### src/rtl/qdec_pkg.sv
// qdec_pkg: shared phase encodings, filter limits and step helpers for the
// quadrature step decoder.
package qdec_pkg;

    // Accepted {A,B} phase pair. Each encoding equals the pair it represents.
    typedef enum logic [1:0] {
        S00 = 2'b00,
        S01 = 2'b01,
        S11 = 2'b11,
        S10 = 2'b10
    } phase_e;

    // Legal range of the glitch filter length.
    localparam int FILT_LEN_MIN = 2;
    localparam int FILT_LEN_MAX = 15;

    // Width of the filter run-length counter (holds FILT_LEN_MAX - 1).
    localparam int FILT_CNT_W = 4;

    // Flops in each input synchroniser.
    localparam int SYNC_STAGES = 2;

    // Phase pair reached by one up step: 00 -> 01 -> 11 -> 10 -> 00.
    function automatic phase_e phase_up(input phase_e cur);
        phase_e nxt;
        unique case (cur)
            S00: nxt = S01;
            S01: nxt = S11;
            S11: nxt = S10;
            S10: nxt = S00;
        endcase
        return nxt;
    endfunction

    // Phase pair reached by one down step: 00 -> 10 -> 11 -> 01 -> 00.
    function automatic phase_e phase_down(input phase_e cur);
        phase_e nxt;
        unique case (cur)
            S00: nxt = S10;
            S10: nxt = S11;
            S11: nxt = S01;
            S01: nxt = S00;
        endcase
        return nxt;
    endfunction

endpackage

### src/rtl/quad_step_decoder_if.sv
// quad_step_decoder_if: encoder inputs and counter-control outputs of the
// quadrature step decoder. The decoder takes the slave side.
interface quad_step_decoder_if;

    logic A;        // quadrature phase A, asynchronous
    logic B;        // quadrature phase B, asynchronous
    logic Z;        // index pulse, asynchronous
    logic err_clr;  // clears the sticky error flag
    logic up;       // one-cycle increment strobe
    logic down;     // one-cycle decrement strobe
    logic load;     // one-cycle load strobe on index
    logic dir;      // last valid direction, 1 = up
    logic err;      // sticky illegal-transition flag

    modport master (
        output A, B, Z, err_clr,
        input  up, down, load, dir, err
    );

    modport slave (
        input  A, B, Z, err_clr,
        output up, down, load, dir, err
    );

endinterface

### src/rtl/qdec_sync_filter.sv
// qdec_sync_filter: two-flop synchroniser for one asynchronous encoder input,
// followed by an optional run-length glitch filter.
// Build option: define QDEC_FILTER_EN to enable the filter; otherwise the
// synchronised level is passed straight through and FILT_LEN only gets
// its range checked.
module qdec_sync_filter
    import qdec_pkg::*;
#(
    parameter int FILT_LEN = 4
) (
    input  logic CLK,
    input  logic RST,
    input  logic d,
    output logic q
);

    logic meta;
    logic sync;

    if (FILT_LEN < FILT_LEN_MIN || FILT_LEN > FILT_LEN_MAX) begin : g_bad_filt_len
        $error("qdec_sync_filter: FILT_LEN out of range");
    end

    // Two-flop synchroniser: the first stage may go metastable, the second
    // presents a settled level to the rest of the design.
    // NOTE: clocked state uses non-blocking assignments so every flop samples
    // the values present before the edge, whatever the statement order.
    always_ff @(posedge CLK) begin
        if (RST) begin
            meta <= 1'b0;
            sync <= 1'b0;
        end else begin
            meta <= d;
            sync <= meta;
        end
    end

`ifdef QDEC_FILTER_EN
    localparam logic [FILT_CNT_W-1:0] CNT_LAST = FILT_CNT_W'(FILT_LEN - 1);

    logic [FILT_CNT_W-1:0] run_cnt;
    logic                  acc;

    // Adopt the synchronised level only after FILT_LEN consecutive samples
    // that differ from the currently accepted level; any return resets the run.
    always_ff @(posedge CLK) begin
        if (RST) begin
            run_cnt <= '0;
            acc     <= 1'b0;
        end else if (sync == acc) begin
            run_cnt <= '0;
        end else if (run_cnt == CNT_LAST) begin
            run_cnt <= '0;
            acc     <= sync;
        end else begin
            run_cnt <= run_cnt + 1'b1;
        end
    end

    assign q = acc;
`else
    assign q = sync;
`endif

endmodule

### src/rtl/quad_step_decoder.sv
// quad_step_decoder: turns asynchronous quadrature phases A/B and index Z
// into registered up/down/load strobes for an external counter, with a
// direction indicator and a sticky illegal-transition flag.
// Build option: define QDEC_FILTER_EN to put a FILT_LEN-sample glitch filter
// after each synchroniser (step latency 3 + FILT_LEN instead of 3).
module quad_step_decoder
    import qdec_pkg::*;
#(
    parameter int FILT_LEN = 4
) (
    input  logic                CLK,
    input  logic                RST,
    quad_step_decoder_if.slave  bus
);

    // Cycles after reset until the accepted inputs reflect the real pins.
`ifdef QDEC_FILTER_EN
    localparam int PRIME_LEN = SYNC_STAGES + FILT_LEN;
`else
    localparam int PRIME_LEN = SYNC_STAGES;
`endif
    localparam int              PRIME_W    = 5;
    localparam logic [PRIME_W-1:0] PRIME_LAST = PRIME_W'(PRIME_LEN);

    logic a_acc;
    logic b_acc;
    logic z_acc;

    qdec_sync_filter #(.FILT_LEN(FILT_LEN)) u_sync_a (
        .CLK (CLK),
        .RST (RST),
        .d   (bus.A),
        .q   (a_acc)
    );

    qdec_sync_filter #(.FILT_LEN(FILT_LEN)) u_sync_b (
        .CLK (CLK),
        .RST (RST),
        .d   (bus.B),
        .q   (b_acc)
    );

    qdec_sync_filter #(.FILT_LEN(FILT_LEN)) u_sync_z (
        .CLK (CLK),
        .RST (RST),
        .d   (bus.Z),
        .q   (z_acc)
    );

    phase_e             cur_pair;
    phase_e             state_q;
    phase_e             state_d;
    logic [PRIME_W-1:0] prime_cnt;
    logic               primed_q;
    logic               z_prev_q;

    logic step_up;
    logic step_dn;
    logic illegal;
    logic up_d;
    logic down_d;
    logic load_d;
    logic dir_d;
    logic err_d;

    logic up_q;
    logic down_q;
    logic load_q;
    logic dir_q;
    logic err_q;

    assign cur_pair = phase_e'({a_acc, b_acc});

    // Hold off decoding until the synchroniser/filter pipeline has been
    // refilled from the pins, so the first real pair becomes the start state.
    always_ff @(posedge CLK) begin
        if (RST) begin
            prime_cnt <= '0;
            primed_q  <= 1'b0;
        end else if (!primed_q) begin
            if (prime_cnt == PRIME_LAST) begin
                primed_q <= 1'b1;
            end else begin
                prime_cnt <= prime_cnt + 1'b1;
            end
        end
    end

    // Phase state register and previous accepted index level.
    always_ff @(posedge CLK) begin
        if (RST) begin
            state_q  <= S00;
            z_prev_q <= 1'b0;
        end else begin
            state_q  <= state_d;
            z_prev_q <= z_acc;
        end
    end

    // Next phase state, step classification and strobe/flag next values.
    // NOTE: every variable gets a default before any branch so no path can
    // leave one unassigned and infer a latch.
    always_comb begin
        state_d = state_q;
        step_up = 1'b0;
        step_dn = 1'b0;
        illegal = 1'b0;

        if (!primed_q) begin
            state_d = cur_pair;
        end else if (cur_pair != state_q) begin
            state_d = cur_pair;
            if (cur_pair == phase_up(state_q)) begin
                step_up = 1'b1;
            end else if (cur_pair == phase_down(state_q)) begin
                step_dn = 1'b1;
            end else begin
                illegal = 1'b1;
            end
        end

        load_d = primed_q & z_acc & ~z_prev_q;
        // An index load takes priority over a step in the same cycle.
        up_d   = step_up & ~load_d;
        down_d = step_dn & ~load_d;

        dir_d = dir_q;
        if (step_up) begin
            dir_d = 1'b1;
        end else if (step_dn) begin
            dir_d = 1'b0;
        end

        // A new illegal transition wins over a simultaneous clear.
        err_d = illegal | (err_q & ~bus.err_clr);
    end

    // Registered strobes and flags; reset also discards any pending strobe.
    always_ff @(posedge CLK) begin
        if (RST) begin
            up_q   <= 1'b0;
            down_q <= 1'b0;
            load_q <= 1'b0;
            dir_q  <= 1'b0;
            err_q  <= 1'b0;
        end else begin
            up_q   <= up_d;
            down_q <= down_d;
            load_q <= load_d;
            dir_q  <= dir_d;
            err_q  <= err_d;
        end
    end

    assign bus.up   = up_q;
    assign bus.down = down_q;
    assign bus.load = load_q;
    assign bus.dir  = dir_q;
    assign bus.err  = err_q;

endmodule

### src/flat_wrapper.sv
// flat-port wrapper written by rule: the top's interface ports become plain ports
module quad_step_decoder_flat import qdec_pkg::*;
#(
    parameter int FILT_LEN = 4
)
  (CLK, RST, bus_A, bus_B, bus_Z, bus_err_clr, bus_up, bus_down, bus_load, bus_dir, bus_err);
  quad_step_decoder_if bus_i ();
  input  logic CLK;
  input  logic RST;
  input wire logic [$bits(bus_i.A)-1:0] bus_A;
  input wire logic [$bits(bus_i.B)-1:0] bus_B;
  input wire logic [$bits(bus_i.Z)-1:0] bus_Z;
  input wire logic [$bits(bus_i.err_clr)-1:0] bus_err_clr;
  output wire logic [$bits(bus_i.up)-1:0] bus_up;
  output wire logic [$bits(bus_i.down)-1:0] bus_down;
  output wire logic [$bits(bus_i.load)-1:0] bus_load;
  output wire logic [$bits(bus_i.dir)-1:0] bus_dir;
  output wire logic [$bits(bus_i.err)-1:0] bus_err;
  assign bus_i.A = bus_A;
  assign bus_i.B = bus_B;
  assign bus_i.Z = bus_Z;
  assign bus_i.err_clr = bus_err_clr;
  assign bus_up = bus_i.up;
  assign bus_down = bus_i.down;
  assign bus_load = bus_i.load;
  assign bus_dir = bus_i.dir;
  assign bus_err = bus_i.err;
  quad_step_decoder #(.FILT_LEN(FILT_LEN)) u_core (.CLK(CLK), .RST(RST), .bus(bus_i));
endmodule
### config.mk
export PLATFORM = sky130hd
export DESIGN_NAME = quad_step_decoder_flat
export DESIGN_NICKNAME = d
export VERILOG_FILES = /design/src/rtl/qdec_pkg.sv /design/src/rtl/quad_step_decoder_if.sv /design/src/rtl/qdec_sync_filter.sv /design/src/rtl/quad_step_decoder.sv /design/src/flat_wrapper.sv
export SDC_FILE = /design/constraint.sdc
export NUM_CORES = 1
export LEC_CHECK = 0
export ABC_AREA = 1
export BUFFER_PORTS_ARGS = -buffer_cell sky130_fd_sc_hd__buf_2
export CAP_MARGIN = 10
export CORE_UTILIZATION = 45
export DETAILED_ROUTE_END_ITERATION = 12
export PLACE_DENSITY = 0.68
export SLEW_MARGIN = 20
export SYNTH_ARGS = -nofsm -noshare
export SYNTH_HDL_FRONTEND = slang
export SYNTH_SLANG_ARGS = --single-unit
### constraint.sdc
create_clock -name CLK -period 1.1 [get_ports CLK]
set_input_delay 0.22 -clock CLK [delete_from_list [all_inputs] [get_ports CLK]]
set_output_delay 0.22 -clock CLK [all_outputs]
set_load 0.02 [all_outputs]
### Yosys cells after proc, flatten, opt, wreduce, memory -nomap -nowiden

Cells that the tools add are included.

| storage, ports and cells | value |
|---|---|
| register bits | 20 |
| input bits | 6 |
| output and inout bits | 5 |
| word-level logic and storage cells | 62 |

| cells by class | value |
|---|---|
| add/sub/neg operators | 1 |
| equal/unequal tests | 8 |
| multiplexer cells | 24 |
| bitwise logic cells | 11 |
| reduce and logical (&&, ||, !) cells | 3 |

Operators by type and width:

| operator | number |
|---|---|
| $pmux 2 s4 | 2 |
| $mux 1 | 15 |
| $mux 2 | 7 |
| $add 5x1->5 const B | 1 |
| $and 1x1->1 | 5 |
| $eq 5x2->1 const B | 1 |
| $not 1->1 | 5 |
| $eq 2x2->1 | 2 |
| $eq 2x2->1 const B | 2 |
| $eq 2x1->1 const B | 1 |
| $logic_not 2->1 | 1 |
| $ne 2x2->1 | 1 |
| $ne 2x2->1 const B | 1 |
| $reduce_and 2->1 | 1 |
| $reduce_bool 2->1 | 1 |
| $or 1x1->1 | 1 |

### Longest topological paths before layout

| depth | value |
|---|---|
| word-level depth | 15 |
| mapped depth | 9 |
| mapped depth without buffers | 9 |

### By module

From an unflattened synthesis, not the netlist that was laid out.

| unflattened totals | value |
|---|---|
| cell total of the unflattened synthesis | 99 |
| area total of the unflattened synthesis | 770.7 um^2 |

By module, submodules not included:

| module | times used | cells each | area each (um^2) | seq. area each (um^2) |
|---|---|---|---|---|
| quad_step_decoder | 1 | 81 | 605.6 | 280.3 |
| qdec_sync_filter | 3 | 6 | 55.1 | 40.0 |

### Worst setup path after synthesis

OpenSTA, ideal clock, no wires.

| timing | value |
|---|---|
| path type | reg-to-reg |
| start | register u_core.prime_cnt[0] |
| end | register u_core.prime_cnt[1] |
| library setup time | 113 ps |
| arrival | 960 ps |
| required time | 987 ps |
| setup slack | 27 ps |
| cell stages (with the launch flop) | 10 |
| buffers on the path | 0 |
| period minus slack after synthesis | 1073 ps |
| cell sequence | dfxtp_1 > inv_1 > ha_1 > inv_1 > nor2_1 > nand2_2 > nand2_2 > inv_2 > nor2_1 > nor2_1 |

| between the ends | value |
|---|---|
| word-level cells in the longest chain between the ends | 3 |
| elaborated cells between the ends (all ways) | 4 |
| those cells by class | add/sub: 1; eq/ne: 1; bitwise: 1; reduce/logical: 1 |

RTL lines:

| item | line | text |
|---|---|---|
| start, declared | quad_step_decoder.sv:53 | `logic [PRIME_W-1:0] prime_cnt;` |
| start signal, assigned | quad_step_decoder.sv:84 | `prime_cnt <= prime_cnt + 1'b1;` |
| branches (longest 3 deep; another with $add 5x1->5) | -- |  |

Parallel ways; which one is timed is not known.
A chain may end at the register's enable or synchronous reset.

### Final worst setup path

| timing | value |
|---|---|
| start | register u_core.prime_cnt[0] |
| end | register u_core.prime_cnt[3] |

Same word-level chain as after synthesis.

==> results.py <==
metrics = {
    "outcome": {
        "run_status": "finished with violations",
        "violated_checks": "setup timing",
    },
    "sta": {
        "worst_pin_slew_ps": 247,
        "final-hold-violation-count": 0,
        "timing.final.max_slew_violations": 0,
        "worst_clock_skew_ps": 3.10,
        "period_share_pct": 103,
        "grt_setup_unrepaired": "true",
        "slew-limit-headroom_pct": 83.4,
        "finalCriticalPeriod_ps": 1140,
        "fin_setup_tns_ps": -80.0,
        "finalWorstSetupSlack_ps": -37.2,
        "max_freq_mhz": 879,
        "setup_violations": 3,
    },
    "worst_setup_path": {
        "timing.critical_path.required_ps": 1310,
        "critical_path_arrival_ps": 1340,
        "worst-path-max-fanout": 3,
        "setup.worst_path.start_class": "flip-flop",
        "timing.setup.critical_path_class": "flip-flop to flip-flop",
        "critical_path.endpoint_type": "flip-flop",
    },
    "logic_synthesis": {
        "post_synth_main_area_contributors": "sky130_fd_sc_hd__dfxtp_1 52%, sky130_fd_sc_hd__nor2_1 11%, sky130_fd_sc_hd__inv_1 9.3%",
        "mappedNetlistArea_um2": 769,
        "synth_sequential_area_ratio_pct": 52.0,
        "yosysUniqueCellTypes": 16,
        "syn_nets": 111,
        "yosys_warnings": 0,
        "yosys_register_bits": 20,
        "post-synth-top-area-fraction_pct": 52.0,
        "synth_area_leader_cell": "sky130_fd_sc_hd__dfxtp_1",
        "netlist_instances": 103,
        "syn_area_per_cell_um2": 7.47,
    },
    "floorplan": {
        "die_height_um": 43.4,
        "initial_core_util_pct": 49.4,
        "die-area_um2": 1880,
        "placementRows": 14,
        "core_um2": 1560,
        "dieWidth_um": 43.4,
        "io_pins": 11,
    },
    "clock_network": {
        "clk_latency_ps": 300,
        "cts_tree": "yes",
        "clock_tree.buffer_depth": 2,
        "h-tree-depth": 1,
        "inserted_clock_buffers": 3,
        "path_clk_slew_ps": 110,
        "cts_hold_repair.buffers": 0,
        "cts_root_buffer": "sky130_fd_sc_hd__clkbuf_4",
        "numClockSinks": 20,
    },
    "cells_and_area": {
        "final_cell_mix": "22 x sky130_fd_sc_hd__nor2_1, 18 x sky130_fd_sc_hd__dfxtp_1, 16 x sky130_fd_sc_hd__inv_1, 14 x sky130_fd_sc_hd__nand2_1, 10 x sky130_fd_sc_hd__buf_2",
        "layoutNonFillerInstCount": 138,
        "layout-drive-gt1-share_pct": 28.7,
        "insertedDiodeCount": 0,
        "final_cell_area_um2": 975,
        "mostFrequentLayoutCell": "sky130_fd_sc_hd__nor2_1",
        "fill_cells": 137,
        "finalNetCount": 131,
        "final_core_util_pct": 62.5,
        "area.growth.synth_to_final_pct": 26.7,
    },
    "detailed_routing": {
        "wl_cell_um": 9.70,
        "vias": 635,
        "initialDrtViolationCount": 7,
        "remaining_drc_errors": 0,
        "route.final.wire_length_um": 1340,
        "post_drt_via_cell_ratio": 4.60,
        "drt_first_pass_iters": 4,
        "ant_nets": 0,
    },
    "placed_design": {
        "placement.cell_area_um2": 857,
        "buffer_ports.inserted": 10,
        "placed_cells": 131,
        "detailedPlace.worstSlack_ps": -39.6,
        "place_congestion": 0.711,
        "detailedPlacementHpwl_um": 851,
    },
    "run": {
        "timing.max_cap.violations": 0,
    },
    "global_routing": {
        "grt_first_pass_wirelength_um": 2190,
        "grt.overflow.total": 0,
        "grt_usage_pct": 16.1,
        "first_global_vias": 557,
        "largest_net_degree_at_the_start_of_global_routing": 14,
        "initial_antenna_violation_count": 0,
    },
    "power_and_ir_drop": {
        "power.leakage_nw": 0.467,
        "max-vdd-ir-drop_uv": 1290,
        "power_density_nw_per_um2": 2060,
    },
    "hold_path": {
        "worst_hold_path_type": "input pin to flip-flop",
    },
}
cell families (layout without fill, tap and decap cells):
group	count (synthesis)	after routing	share of synthesized area (%)
buffers and inverters	23	42	11.4
AND/OR/NAND/NOR	49	49	26.5
flip-flops	20	20	52.0
AO/OA/AOI/OAI	7	7	4.55
adder cells (fa/ha/maj)	2	2	3.25
XOR/XNOR	2	2	2.28
area by class of cell:
| class | instances | area, um^2 | area share [%] |
|---|---|---|---|
| clock buffers | 3 | 22.5 | 2.31 |
| clock inverters | 1 | 30.0 | 3.08 |
| multi-input cells | 60 | 312 | 32.0 |
| repair buffers | 16 | 103 | 10.5 |
| inverters | 22 | 82.6 | 8.47 |
| flip-flops and latches | 20 | 405 | 41.6 |
| well taps | 16 | 20.0 | 2.05 |
cell usage after synthesis:
cell type / instances
sky130_fd_sc_hd__nand4_1: 2
sky130_fd_sc_hd__buf_2: 1
sky130_fd_sc_hd__ha_1: 2
sky130_fd_sc_hd__nand2_1: 15
sky130_fd_sc_hd__nand2_2: 2
sky130_fd_sc_hd__nand3_1: 5
sky130_fd_sc_hd__xnor2_1: 1
sky130_fd_sc_hd__nor2_2: 1
sky130_fd_sc_hd__o21ai_1: 3
sky130_fd_sc_hd__nor2_1: 23
sky130_fd_sc_hd__nor3_1: 1
sky130_fd_sc_hd__dfxtp_1: 20
sky130_fd_sc_hd__inv_1: 19
sky130_fd_sc_hd__inv_2: 3
sky130_fd_sc_hd__xor2_1: 1
sky130_fd_sc_hd__a21oi_1: 4
critical path, stage by stage (launching register included):
cell and delay [ps]:
sky130_fd_sc_hd__dfxtp_2 350, sky130_fd_sc_hd__inv_2 70, sky130_fd_sc_hd__ha_4 120, sky130_fd_sc_hd__inv_2 30, sky130_fd_sc_hd__nor2_2 80, sky130_fd_sc_hd__nand2_2 80
sky130_fd_sc_hd__buf_4 130, sky130_fd_sc_hd__nand3_1 50, sky130_fd_sc_hd__nand2_1 50, sky130_fd_sc_hd__inv_1 50, sky130_fd_sc_hd__nor2_1 30
per-layer routing:
metal / part of all wire (%) / wire, um / up-vias / global-route usage (%)
met2: 47 / 623 / 18 / 24.8
li1: - / - / 346 / -
met1: 46 / 611 / 267 / 19.2
met5: 0 / 0 / - / 0
met3: 5.5 / 74 / 4 / 7.50
met4: 2.2 / 29 / 0 / 7.50
stage by stage:
step	total power, mW	hold WS, ps
floorplan	1.14	289
global placement	1.24	390
detailed placement	1.25	396
CTS	1.94	97.1
global route	2.12	91.0
finish	2.00	109
registers in the layout, indices dropped and copies added, names as in the netlist:
| name | cells |
|---|---|
| u_core.bus.load | 1 |
| u_core.prime_cnt | 5 |
| u_core.u_sync_z.q | 1 |
| u_core.u_sync_a.meta | 1 |
| u_core.primed_q | 1 |
| u_core.bus.err | 1 |
| u_core.state_q | 2 |
| u_core.u_sync_b.q | 1 |
| u_core.u_sync_b.meta | 1 |
| u_core.bus.down | 1 |
| u_core.bus.up | 1 |
| u_core.u_sync_a.q | 1 |
| u_core.u_sync_z.meta | 1 |
| u_core.z_prev_q | 1 |
| u_core.bus.dir | 1 |
worst paths after layout:
path | from | end | slack (ps) | cells after the start
worst min register to register | u_core.u_sync_a.meta$_SDFF_PP0_ | u_core.u_sync_a.q$_SDFF_PP0_ | 410 | 2
worst max register to register | u_core.prime_cnt[0]$_SDFFE_PP0P_ | u_core.prime_cnt[3]$_SDFFE_PP0P_ | -40 | 10
worst max-delay path | u_core.prime_cnt[0]$_SDFFE_PP0P_ | u_core.prime_cnt[3]$_SDFFE_PP0P_ | -40 | 10
worst min-delay path | bus_A | u_core.u_sync_a.meta$_SDFF_PP0_ | 110 | 3
repair_timing:
action | 4_1_cts | 5_1_grt
gates resized for setup | 9 | 5
pin swaps | 5 | 6
endpoints found under the setup margin | 4 | 5
setup buffers | 2 | 1
report_power, final:
part / switching, mW / total (mW) / internal (mW)
sequential: 0.0705 / 0.876 / 0.805
combinational: 0.289 / 0.541 / 0.252
clock: 0.219 / 0.587 / 0.368
total: 0.578 / 2.00 / 1.43
No activity file was read; power rests on OpenSTA's default activity.
